--- src/rtl/fetch_unit.sv ---
// Instruction-fetch stage: owns the fetch PC, issues one imem word request at a time and holds
// the returned word in a one-entry buffer until IF/ID accepts it.
module fetch_unit #(
    parameter logic [31:0] RESET_PC  = 32'h0000_0000,
    parameter logic [31:0] NOP_INSTR = 32'h0000_0013
) (
    input  logic        clock,
    input  logic        reset,
    input  logic        enable,
    input  logic        redirect,
    input  logic [31:0] redirect_pc,
    output logic        imem_req,
    output logic [31:0] imem_addr,
    input  logic        imem_ready,
    input  logic        imem_rvalid,
    input  logic [31:0] imem_rdata,
    output logic [31:0] InstrF,
    output logic [31:0] PCF,
    output logic [31:0] PCPlus4F,
    output logic        ValidF
);

    typedef enum logic [1:0] {S_IDLE, S_REQ, S_WAIT} state_e;

    state_e      state_q;
    logic [31:0] pc_q;
    logic [31:0] req_pc_q;
    logic        buf_valid_q;
    logic [31:0] buf_instr_q;
    logic [31:0] buf_pc_q;
    logic        drop_q;

    logic consume;
    logic free;

    assign consume   = buf_valid_q & enable & ~redirect;
    assign free      = ~buf_valid_q | consume;
    assign imem_req  = (state_q == S_REQ) & free & ~redirect;
    assign imem_addr = pc_q;

    assign ValidF   = buf_valid_q;
    assign InstrF   = buf_valid_q ? buf_instr_q : NOP_INSTR;
    assign PCF      = buf_valid_q ? buf_pc_q : 32'h0;
    assign PCPlus4F = buf_valid_q ? (buf_pc_q + 32'd4) : 32'h0;

    always_ff @(posedge clock or posedge reset) begin
        if (reset) begin
            state_q     <= S_IDLE;
            pc_q        <= RESET_PC;
            req_pc_q    <= RESET_PC;
            buf_valid_q <= 1'b0;
            buf_instr_q <= NOP_INSTR;
            buf_pc_q    <= 32'h0;
            drop_q      <= 1'b0;
        end else begin
            if (consume) begin
                buf_valid_q <= 1'b0;
            end
            unique case (state_q)
                S_IDLE: begin
                    state_q <= S_REQ;
                end
                S_REQ: begin
                    if (imem_req && imem_ready) begin
                        req_pc_q <= pc_q;
                        pc_q     <= pc_q + 32'd4;
                        state_q  <= S_WAIT;
                    end
                end
                S_WAIT: begin
                    if (imem_rvalid) begin
                        state_q <= S_REQ;
                        drop_q  <= 1'b0;
                        // A word is kept only if neither an older nor a same-cycle redirect stales it.
                        if (!drop_q && !redirect) begin
                            buf_valid_q <= 1'b1;
                            buf_instr_q <= imem_rdata;
                            buf_pc_q    <= req_pc_q;
                        end
                    end else if (redirect) begin
                        drop_q <= 1'b1;
                    end
                end
                default: begin
                    state_q <= S_IDLE;
                end
            endcase
            if (redirect) begin
                buf_valid_q <= 1'b0;
                pc_q        <= {redirect_pc[31:2], 2'b00};
            end
        end
    end

endmodule
--- config.mk ---
export PLATFORM = sky130hd
export DESIGN_NAME = fetch_unit
export DESIGN_NICKNAME = d
export VERILOG_FILES = /design/src/rtl/fetch_unit.sv
export SDC_FILE = /design/constraint.sdc
export NUM_CORES = 1
export LEC_CHECK = 0
export CAP_MARGIN = 15
export CORE_MARGIN = 2
export CORE_UTILIZATION = 48
export DETAILED_ROUTE_END_ITERATION = 6
export PLACE_DENSITY = 0.81
export SYNTH_ARGS = -nofsm -noshare
export SYNTH_HDL_FRONTEND = slang
export SYNTH_SLANG_ARGS = --single-unit
--- constraint.sdc ---
create_clock -name clock -period 5.8 [get_ports clock]
set_input_delay 1.16 -clock clock [delete_from_list [all_inputs] [get_ports clock]]
set_output_delay 1.16 -clock clock [all_outputs]
set_load 0.01 [all_outputs]
==> insert_results.sql <==
INSERT INTO impl_metrics (metric_group, metric, value, unit) VALUES
('clocking', 'worst_case_clock_buffer_depth', '2', ''),
('logic_synthesis', 'synth-warning-count', '0', ''),
('logic_synthesis', 'post_synth_main_area_contributors', 'sky130_fd_sc_hd__dfrtp_1 (46%), sky130_fd_sc_hd__and2_1 (8.2%), sky130_fd_sc_hd__nand2_1 (7.4%)', ''),
('routing', 'avgViaCountPerCell', '5.45', ''),
('timing', 'setup-violations-final', '0', ''),
('final_layout', 'top_library_cells_by_usage_in_the_layout_fill_and_taps_aside', 'sky130_fd_sc_hd__clkdlybuf4s50_1 (191), sky130_fd_sc_hd__nand2_1 (130), sky130_fd_sc_hd__dfrtp_1 (122)', ''),
('critical_path', 'timing.critical_path.slowest_cell_delay', '0.63', 'ns'),
('global_routing', 'grt.total_usage', '23.6', '%'),
('logic_synthesis', 'synth_ff_type', 'sky130_fd_sc_hd__dfrtp_1', ''),
('power_and_ir_drop', 'powerDensity', '315', 'mW/mm²'),
('place', 'place_ws', '1.77', 'ns'),
('critical_path', 'critPathCaptureType', 'output port', ''),
('final_layout', 'post_route_cells_drive_above_1_share', '11.3', '%'),
('place', 'port_buffers', '191', ''),
('place', 'placed_cell_area', '0.00868', 'mm²'),
('run', 'cap_violations', '0', ''),
('global_routing', 'grt_start_max_net_pins', '95', ''),
('clocking', 'clock_slew_seen_by_the_registers_of_the_worst_setup_and_hold_paths', '0.05', 'ns'),
('timing', 'grt_setup_unrepaired', 'no', ''),
('clocking', 'buffers_inserted_by_post_cts_timing_repair', '0', ''),
('global_routing', 'grt_overflow_total', '0', ''),
('clocking', 'cts_inserted_buffers', '17', ''),
('power_and_ir_drop', 'ir_drop_worst_case_vdd', '0.193', 'mV'),
('critical_path', 'path_class', 'in -> out', ''),
('routing', 'drt_iter0_markers', '428', ''),
('routing', 'antenna_left', '0', ''),
('routing', 'drc', '0', ''),
('logic_synthesis', 'post_synth_inst_count', '683', ''),
('timing', 'report.final.hold_viol_count', '0', ''),
('final_layout', 'layout.filler_cells', '1051', ''),
('min_path', 'timing.hold.worst.start', 'req_pc_q[3]', ''),
('critical_path', 'ff2ff_setup_slack', '3.08', 'ns'),
('critical_path', 'critPathArrivalTime', '2.94', 'ns'),
('logic_synthesis', 'top_cell_type_s_share_of_synthesized_area', '46.1', '%'),
('floorplanning', 'die-width', '122', 'µm'),
('floorplanning', 'core.rowCount', '43', ''),
('final_layout', 'layout_commonest_cell', 'sky130_fd_sc_hd__clkdlybuf4s50_1', ''),
('clocking', 'holdBufCountCts', '0', ''),
('logic_synthesis', 'synth_top_area_cell', 'sky130_fd_sc_hd__dfrtp_1', ''),
('critical_path', 'worstReg2RegStart', 'ValidF', ''),
('floorplanning', 'start_util', '48.7', '%'),
('final_layout', 'final-seq-area', '0.00316', 'mm²'),
('global_routing', 'initial_antenna_violation_count', '0', ''),
('timing', 'worst_hold_slack', '0.472', 'ns'),
('logic_synthesis', 'asyncSetResetFlopFracSynth', '100', '%'),
('min_path', 'timing.hold.worst.class', 'reg -> reg', ''),
('clocking', 'clk_root_buffer_cell', 'sky130_fd_sc_hd__clkbuf_16', ''),
('critical_path', 'worst_path_most_repeated_cell', 'sky130_fd_sc_hd__clkdlybuf4s50_1', ''),
('routing', 'detail_route.wirelength', '17100', 'µm'),
('logic_synthesis', 'avgSynthCellArea', '9.78', 'µm²'),
('routing', 'num_vias', '5730', ''),
('timing', 'final_min_period_over_clock_period', '70.7', '%'),
('logic_synthesis', 'synth-seq-area-share', '47.2', '%'),
('critical_path', 'r2r_path_end', 'imem_addr[9]', ''),
('place', 'place.detailed.hpwl', '12100', 'µm'),
('critical_path', 'sort_of_element_at_the_start_of_the_critical_path', 'primary input', ''),
('global_routing', 'grt_pass1_vias', '5467', ''),
('floorplanning', 'design.portCount', '200', ''),
('place', 'routabilityCongestion', '0.887', ''),
('logic_synthesis', 'yosys_register_bits', '126', ''),
('timing', 'setup_slack', '1.70', 'ns'),
('timing', 'tightest_slew', '1.03', 'ns'),
('critical_path', 'critical_path_required', '4.64', 'ns'),
('critical_path', 'timing.critical_path.cells', 'clkdlybuf4s50_1 -> nand2b_1 -> nor4bb_1 -> clkdlybuf4s50_1', ''),
('critical_path', 'ff2ff_path_depth', '5', ''),
('outcome', 'outcome', 'complete, no violations', ''),
('min_path', 'hold-path-cell-count', '2', ''),
('routing', 'detail_route.first_pass.iterations', '5', ''),
('final_layout', 'final_area', '0.00929', 'mm²'),
('final_layout', 'final_net_count', '933', ''),
('min_path', 'min_delay_worst_endpoint', 'req_pc_q[3]', '');
[flip-flops by register name, summed over array words and instances, names as in the netlist]
register,flops
buf_instr_q,32
buf_pc_q,30
imem_addr,30
req_pc_q,30
state_q,2
ValidF,1
drop_q,1
[worst max-delay path, delay by kind of cell]
kind	cells	cell delay, ns
buf+inv	2	1.12
simple gates	2	0.66
[per-layer routing]
metal  wire (µm)  global-route usage [%]
met3        1290                    4.63
met1        7570                    33.1
met2        8140                    37.5
met4         149                    6.54
met5           0                       0
[area by class of cell]
| type | instances | share of cell area [%] |
|---|---|---|
| multi-input cells | 510 | 35.6 |
| clock inverters | 7 | 1.21 |
| repair buffers | 198 | 21.3 |
| well taps | 180 | 2.43 |
| inverters | 8 | 0.350 |
| clock buffers | 22 | 5.11 |
| flip-flops and latches | 126 | 34.0 |
[how the worst max path moves through the flow]
stage                         to  cells after the start   startpoint  slack (ns)
finish                  imem_req                      4       enable        1.70
global route        PCPlus4F[22]                      7  buf_pc_q[2]        1.62
CTS                     imem_req                      4       enable        1.73
detailed placement      imem_req                      4       enable        1.77
global placement        imem_req                      4       enable        1.73
floorplan                 ValidF                      1        reset        1.29
[power by group]
part	internal, W	switching, W	total [W]	leakage [nW]
Combinational	0.000288	0.000215	0.000503	2.24
Clock	0.000700	0.000351	0.00105	0.288
Sequential	0.00113	0.000243	0.00137	1.62
[kinds of logic (layout without fill, tap and decap cells)]
group / Yosys count / in the layout / synth area share, %
flops: 126 / 126 / 47.2
other cells: 1 / 6 / 0.0561
mux: 62 / 62 / 10.4
buf+inv: 52 / 235 / 3.67
compound gates: 70 / 70 / 7.04
simple gates: 344 / 344 / 27.8
fa+ha+maj: 2 / 2 / 0.374
xor+xnor: 26 / 26 / 3.41
[through the flow]
step | utilization [%] | total power, W
2_1_floorplan | - | 0.00164
3_3_place_gp | 63.3 | 0.00184
3_5_place_dp | 63.3 | 0.00188
4_1_cts | 67.5 | 0.00295
5_1_grt | 67.7 | 0.00309
6_report | 67.7 | 0.00293
[cell usage after synthesis, types with 2 or more instances]
library cell,count
sky130_fd_sc_hd__nand2_1,131
sky130_fd_sc_hd__dfrtp_1,123
sky130_fd_sc_hd__and2_1,88
sky130_fd_sc_hd__mux2_2,42
sky130_fd_sc_hd__nand3_1,33
sky130_fd_sc_hd__nand4_1,22
sky130_fd_sc_hd__nor2_1,22
sky130_fd_sc_hd__o21ai_0,22
sky130_fd_sc_hd__clkbuf_1,21
sky130_fd_sc_hd__xnor2_1,21
sky130_fd_sc_hd__mux2_1,20
sky130_fd_sc_hd__buf_2,16
sky130_fd_sc_hd__and3_1,9
sky130_fd_sc_hd__a31oi_1,8
sky130_fd_sc_hd__inv_1,8
sky130_fd_sc_hd__o211ai_1,7
sky130_fd_sc_hd__buf_4,6
sky130_fd_sc_hd__or3_1,5
sky130_fd_sc_hd__xor2_1,5
sky130_fd_sc_hd__a21oi_1,4
sky130_fd_sc_hd__nand2b_1,4
sky130_fd_sc_hd__nor2b_1,4
sky130_fd_sc_hd__nor3_1,4
sky130_fd_sc_hd__o311ai_1,4
sky130_fd_sc_hd__a221o_1,3
sky130_fd_sc_hd__a22oi_1,3
sky130_fd_sc_hd__dfstp_2,3
sky130_fd_sc_hd__o21ai_1,3
sky130_fd_sc_hd__a21boi_1,2
sky130_fd_sc_hd__a21o_1,2
sky130_fd_sc_hd__a31o_2,2
sky130_fd_sc_hd__a32oi_1,2
sky130_fd_sc_hd__and4_1,2
sky130_fd_sc_hd__ha_1,2
sky130_fd_sc_hd__nand3_2,2
sky130_fd_sc_hd__nand4_2,2
sky130_fd_sc_hd__nand4_4,2
sky130_fd_sc_hd__nor3_4,2
sky130_fd_sc_hd__nor4_1,2
sky130_fd_sc_hd__nor4_4,2
sky130_fd_sc_hd__o21bai_1,2
No activity file was read; power rests on OpenSTA's default activity.
